### src/rtl/alu_cmd_driver.sv
// Request/response front end that sequences a combinational WIDTH-bit ALU.
// Optional ALU_STATS_EN adds saturating response counters stat_ops/stat_neg.
module alu_cmd_driver #(
  parameter int         WIDTH  = 4,
  parameter int         SETTLE = 1,
  parameter logic [1:0] OFF    = 2'd0,
  parameter logic [1:0] ADD    = 2'd1,
  parameter logic [1:0] SUB    = 2'd2,
  parameter logic [1:0] NO_OP  = 2'd3
) (
  input  logic             clk,
  input  logic             rst,
  input  logic             req_valid,
  output logic             req_ready,
  input  logic [1:0]       req_op,
  input  logic [WIDTH-1:0] req_a,
  input  logic [WIDTH-1:0] req_b,
  output logic [WIDTH-1:0] alu_a,
  output logic [WIDTH-1:0] alu_b,
  output logic [1:0]       alu_op,
  input  logic [WIDTH-1:0] alu_out,
  input  logic             alu_flag,
  output logic             rsp_valid,
  input  logic             rsp_ready,
  output logic [WIDTH:0]   rsp_data,
  output logic [1:0]       rsp_op
`ifdef ALU_STATS_EN
  ,
  output logic [15:0]      stat_ops,
  output logic [15:0]      stat_neg
`endif
);

  typedef enum logic [1:0] {IDLE, DRIVE, RESP} state_t;

  state_t           state_reg, state_next;
  logic [3:0]       cnt_reg, cnt_next;
  logic [1:0]       op_reg, op_next;
  logic [WIDTH-1:0] a_reg, a_next;
  logic [WIDTH-1:0] b_reg, b_next;
  logic [WIDTH:0]   data_reg, data_next;
  logic [WIDTH:0]   last_reg, last_next;
  logic             neg_reg, neg_next;
  logic [WIDTH:0]   out_ext;
  logic [WIDTH:0]   conv;

  // SUB returns a magnitude; flag marks a negative difference.
  assign out_ext = {1'b0, alu_out};
  assign conv    = (op_reg == ADD) ? {alu_flag, alu_out}
                 : (alu_flag ? (~out_ext + 1'b1) : out_ext);

  always_ff @(posedge clk) begin
    if (rst) begin
      state_reg <= IDLE;
      cnt_reg   <= '0;
      op_reg    <= OFF;
      a_reg     <= '0;
      b_reg     <= '0;
      data_reg  <= '0;
      last_reg  <= '0;
      neg_reg   <= 1'b0;
    end else begin
      state_reg <= state_next;
      cnt_reg   <= cnt_next;
      op_reg    <= op_next;
      a_reg     <= a_next;
      b_reg     <= b_next;
      data_reg  <= data_next;
      last_reg  <= last_next;
      neg_reg   <= neg_next;
    end
  end

  always_comb begin
    state_next = state_reg;
    cnt_next   = cnt_reg;
    op_next    = op_reg;
    a_next     = a_reg;
    b_next     = b_reg;
    data_next  = data_reg;
    last_next  = last_reg;
    neg_next   = neg_reg;
    req_ready  = 1'b0;
    rsp_valid  = 1'b0;
    alu_a      = '0;
    alu_b      = '0;
    alu_op     = OFF;
    case (state_reg)
      IDLE: begin
        req_ready = 1'b1;
        if (req_valid) begin
          op_next = req_op;
          a_next  = req_a;
          b_next  = req_b;
          if (req_op == ADD || req_op == SUB) begin
            state_next = DRIVE;
            cnt_next   = 4'(SETTLE);
          end else begin
            // OFF and NO_OP never touch the ALU.
            state_next = RESP;
            data_next  = (req_op == NO_OP) ? last_reg : '0;
            neg_next   = 1'b0;
          end
        end
      end
      DRIVE: begin
        alu_a  = a_reg;
        alu_b  = b_reg;
        alu_op = op_reg;
        if (cnt_reg == 4'd1) begin
          state_next = RESP;
          data_next  = conv;
          last_next  = conv;
          neg_next   = (op_reg == SUB) && alu_flag;
        end else begin
          cnt_next = cnt_reg - 4'd1;
        end
      end
      RESP: begin
        rsp_valid = 1'b1;
        if (rsp_ready) state_next = IDLE;
      end
      default: state_next = IDLE;
    endcase
  end

  assign rsp_data = data_reg;
  assign rsp_op   = op_reg;

`ifdef ALU_STATS_EN
  logic [15:0] ops_cnt_reg;
  logic [15:0] neg_cnt_reg;
  logic        rsp_hs;

  assign rsp_hs = (state_reg == RESP) && rsp_ready;

  always_ff @(posedge clk) begin
    if (rst) begin
      ops_cnt_reg <= '0;
      neg_cnt_reg <= '0;
    end else begin
      if (rsp_hs && ops_cnt_reg != 16'hFFFF) ops_cnt_reg <= ops_cnt_reg + 16'd1;
      if (rsp_hs && neg_reg && neg_cnt_reg != 16'hFFFF) neg_cnt_reg <= neg_cnt_reg + 16'd1;
    end
  end

  assign stat_ops = ops_cnt_reg;
  assign stat_neg = neg_cnt_reg;
`endif

endmodule

### config.mk
export PLATFORM = sky130hd
export DESIGN_NAME = alu_cmd_driver
export DESIGN_NICKNAME = d
export VERILOG_FILES = /design/src/rtl/alu_cmd_driver.sv
export SDC_FILE = /design/constraint.sdc
export NUM_CORES = 1
export LEC_CHECK = 0
export ABC_AREA = 1
export CORE_ASPECT_RATIO = 1.2
export CORE_MARGIN = 1
export CORE_UTILIZATION = 45
export CTS_CLUSTER_SIZE = 12
export DETAILED_ROUTE_END_ITERATION = 8
export PLACE_DENSITY = 0.84
export SYNTH_ARGS = -nofsm -noshare
export SYNTH_HDL_FRONTEND = slang
export SYNTH_SLANG_ARGS = --single-unit
### constraint.sdc
create_clock -name clk -period 1.85 [get_ports clk]
set_clock_uncertainty 0.05 [all_clocks]
set_input_delay 0.555 -clock clk [delete_from_list [all_inputs] [get_ports clk]]
set_output_delay 0.555 -clock clk [all_outputs]
set_load 0.05 [all_outputs]
# Yosys cells after proc, flatten, opt, wreduce, memory -nomap -nowiden
# Cells that the tools add are included.
# op_classes
bitwise_logic	1
n_reduce_logical	8
addsub	2
n_eq_ne	13
muxes	21
# ops
op	count
5-bit 2-to-1 mux	6
4-bit 2-to-1 mux	5
2-bit inequality test, second input constant	6
2-bit 2-to-1 mux	5
5-bit case mux with 2 select lines	1
4-bit case mux with 2 select lines	1
4-bit AND reduction	2
2-bit by 1-bit equality test with 1-bit output, second input constant	3
2-bit equality test, second input constant	3
2-bit case mux with 3 select lines	1
5-bit by 1-bit adder with 5-bit output, second input constant	1
4-bit inverter with 5-bit output	1
4-bit by 1-bit equality test with 1-bit output, second input constant	1
2-bit AND reduction	2
4-bit by 1-bit subtractor with 4-bit output, second input constant	1
3-bit AND reduction	1
2-bit zero test	1
1-bit 2-to-1 mux	2
2-bit nonzero test	1
1-bit logical OR	1
# word_totals
word_cells	52
output_inout_bits	19
in_bits	19
regBits	26

# Logic depth before layout (Yosys ltp)
# logic_depth
word_depth	6
mapped_depth	9

# Worst setup path before layout
# No wires, ideal clock.
# synth_path
kind	register to output
startpoint	register op_reg[1], in the netlist rsp_op[1]
endpoint	output port alu_op[1]
stages_incl_launch_ff	3
required_time_ps	1245
arrival_ps	1446
path_slack_ps	-201
n_path_buf	0
path_cell_list	dfxtp_1 inv_1 nor2_1
# synth_via
elab_chain_cells	1
# synth_rtl
element	line	rtl
start: declaration	38	logic [1:0] op_reg, op_next;
start signal: assignment	65	op_reg <= op_next;
2-bit 2-to-1 mux	88	case (state_reg)
end: declaration	20	output logic [1:0] alu_op,
# No other way between the ends.

# Worst setup path in the final report
# layout_path
startpoint	register state_reg[1]
endpoint	output port alu_b[0]
# layout_via
elab_chain_cells	2
# layout_rtl
element	line	rtl
start: declaration	36	state_t state_reg, state_next;
start signal: assignment	63	state_reg <= state_next;
2-bit by 1-bit equality test with 1-bit output	88	
4-bit 2-to-1 mux	88	
end: declaration	19	output logic [WIDTH-1:0] alu_b,
# No other way between the ends.

==> results.json <==
{
  "globalRouteOverflowTotal": 0,
  "ys_seq_elements": 26,
  "async_flop_share_pct": 0,
  "multiInputGateArea_um2": 744,
  "drtIter0Drc": 54,
  "avgSynthCellArea_um2": 6.69,
  "synth.most_common_cell": "nand2_1",
  "syn_area_mm2": 0.00132,
  "grt_pass1_wl_mm": 5.38,
  "routed_via_density": 4.99,
  "cts_tree": "yes",
  "final_cells": 274,
  "leakage_uw": 0.000888,
  "ys.flop_type": "dfxtp_1",
  "final_core_util_pct": 73.0,
  "worst_setup_path_start_kind": "flop",
  "first_pass_iters": 5,
  "clockBufferDepth": 2,
  "synth.distinct_cells": 20,
  "synth_common_cells": "nand2_1, inv_1, nor2_1, dfxtp_1, a21oi_1",
  "hold_class": "flop to flop",
  "cts_made_buffers": 3,
  "place_hpwl_mm": 2.45,
  "cp_data_arrival_time_ps": 1210,
  "finalInstanceArea_mm2": 0.00203,
  "drive_gt1_share_pct": 21.3,
  "nNetsFinal": 264,
  "ir_drop_mv": 0.714,
  "grt_use_total_pct": 22.9,
  "yosysSeqAreaShare_pct": 39.3,
  "syn_to_final_growth_pct": 53.5,
  "hold_depth": 2,
  "num-fill-cells": 203,
  "first_global_vias": 1270,
  "hold_viol": 0,
  "grt_max_degree": 22,
  "timing.fmax_mhz": 552,
  "status": "completed",
  "start_util_pct": 47.5,
  "finalMaxSlewViolations": 0,
  "worst_pin_slew_ps": 571,
  "rows": 21,
  "end_kind": "primary output",
  "crit_fanout": 11,
  "cts.clk_slew.worst_paths_ps": 140,
  "syn_nets": 221,
  "htree_levels": 1,
  "synth-warning-count": 0,
  "synth.top_cell.area_share_pct": 39.3,
  "core_area_mm2": 0.00279,
  "drt-total-wl_mm": 3.41,
  "antenna_found_initial": 0,
  "dieWidth_um": 51.5,
  "grt_setup_unrepaired": "true",
  "gp_congestion": 0.793,
  "slew_headroom_pct": 61.9,
  "die_area_mm2": 0.00316,
  "yosysTopAreaCell": "dfxtp_1",
  "place_inst": 269,
  "postPlaceCellArea_mm2": 0.00190,
  "port_buffers": 37,
  "n_antenna_cell": 0,
  "synth_edf_count": 0,
  "ant_nets": 0,
  "regArea_um2": 527,
  "vias": 1366,
  "min_period_ps": 1810,
  "setup_viol_count_final": 0,
  "route.detailed.drc": 0,
  "power.density_mw_per_mm2": 866,
  "clock_latency_ps": 330,
  "path_class": "flop to primary output",
  "hold_buffers": 0,
  "die_y_um": 61.4,
  "ioPinCount": 38,
  "synth_area_leaders": "dfxtp_1, nand2_1, inv_1",
  "maxCapViolCount": 0,
  "clock_sinks": 26,
  "cts-root-buf": "clkbuf_4",
  "worstPathRequired_ps": 1240,
  "period_share_pct": 97.9,
  "detail_route.wl_per_cell_um": 12.4,
  "syn_inst": 198,
  "ff2ff_path_depth": 9,
  "power_uw": 1760
}
## repair_timing
| action | in CTS | in global routing |
|---|---|---|
| gates resized for setup | 21 | 3 |
| gates cloned | 0 | 0 |
| buffers inserted | 1 | 0 |
| setup endpoints to repair | 10 | 11 |
| pin swaps | 1 | 1 |
## where the power goes
part,total [uW],internal [uW],switching [uW]
clock,294,121,173
combinational,779,299,480
sequential,688,637,50.5
## area by class of cell
| class | count | share of cell area, % |
|---|---|---|
| sequential | 26 | 25.9 |
| tap | 34 | 2.09 |
| clock buffer | 4 | 1.79 |
| timing repair buffer | 43 | 27.3 |
| multi-input combinational | 134 | 36.6 |
| inverter | 33 | 6.22 |
## per-layer routing
| layer | vias to the layer above | part of all wire (%) | track usage (%) |
|---|---|---|---|
| li1 | 710 | - | - |
| met1 | 605 | 41 | 26.1 |
| met2 | 44 | 52 | 42.5 |
| met3 | 7 | 4.3 | 3.21 |
| met4 | 0 | 1.8 | 10.0 |
| met5 | - | 0 | 0 |
## metrics by stage
stage	hold slack (ps)	TNS, ps	setup slack, ps
final	468	0	38.6
after global routing	503	-63.3	-34.9
after CTS	466	0	6.74
after detailed placement	397	-2080	-259
after global placement	391	-1460	-196
after floorplan	380	-1180	-148
## layout by cell type (no fill, tap or decap), drive strengths merged
cell type       n
nand3          13
buf            25
nand2          43
dfxtp          26
a21boi          1
ha              4
clkdlybuf4s50  18
a21oi          20
nor2           30
a211oi          1
clkbuf          4
o21ai          16
nand3b          1
nor3            1
inv            33
nand4           4
## critical path, stage by stage (launching register included)
cell,delay (ps)
dfxtp_2,370
inv_4,90
nand2_8,130
nor2_4,140
buf_12,140
## final timing paths
check                            startpoint                  endpoint  slack, ps
hold / removal     last_reg[0]$_SDFFE_PP0P_  last_reg[0]$_SDFFE_PP0P_        470
setup / recovery  state_reg[1]$_SDFFE_PP0P_                  alu_b[0]         40
setup reg to reg  state_reg[1]$_SDFFE_PP0P_   cnt_reg[2]$_SDFFE_PP0P_        290
hold reg to reg    last_reg[0]$_SDFFE_PP0P_  last_reg[0]$_SDFFE_PP0P_        470
## cells by family after synthesis
kind of cell | count (synthesis) | synth area share (%)
and+or+nand+nor | 92 | 31.1
AOI/OAI and AO/OA | 38 | 15.0
buffers and inverters | 38 | 10.8
DFF | 26 | 39.3
adders and majority gates | 4 | 3.78
Note: power is estimated with default switching activity, not from simulation.
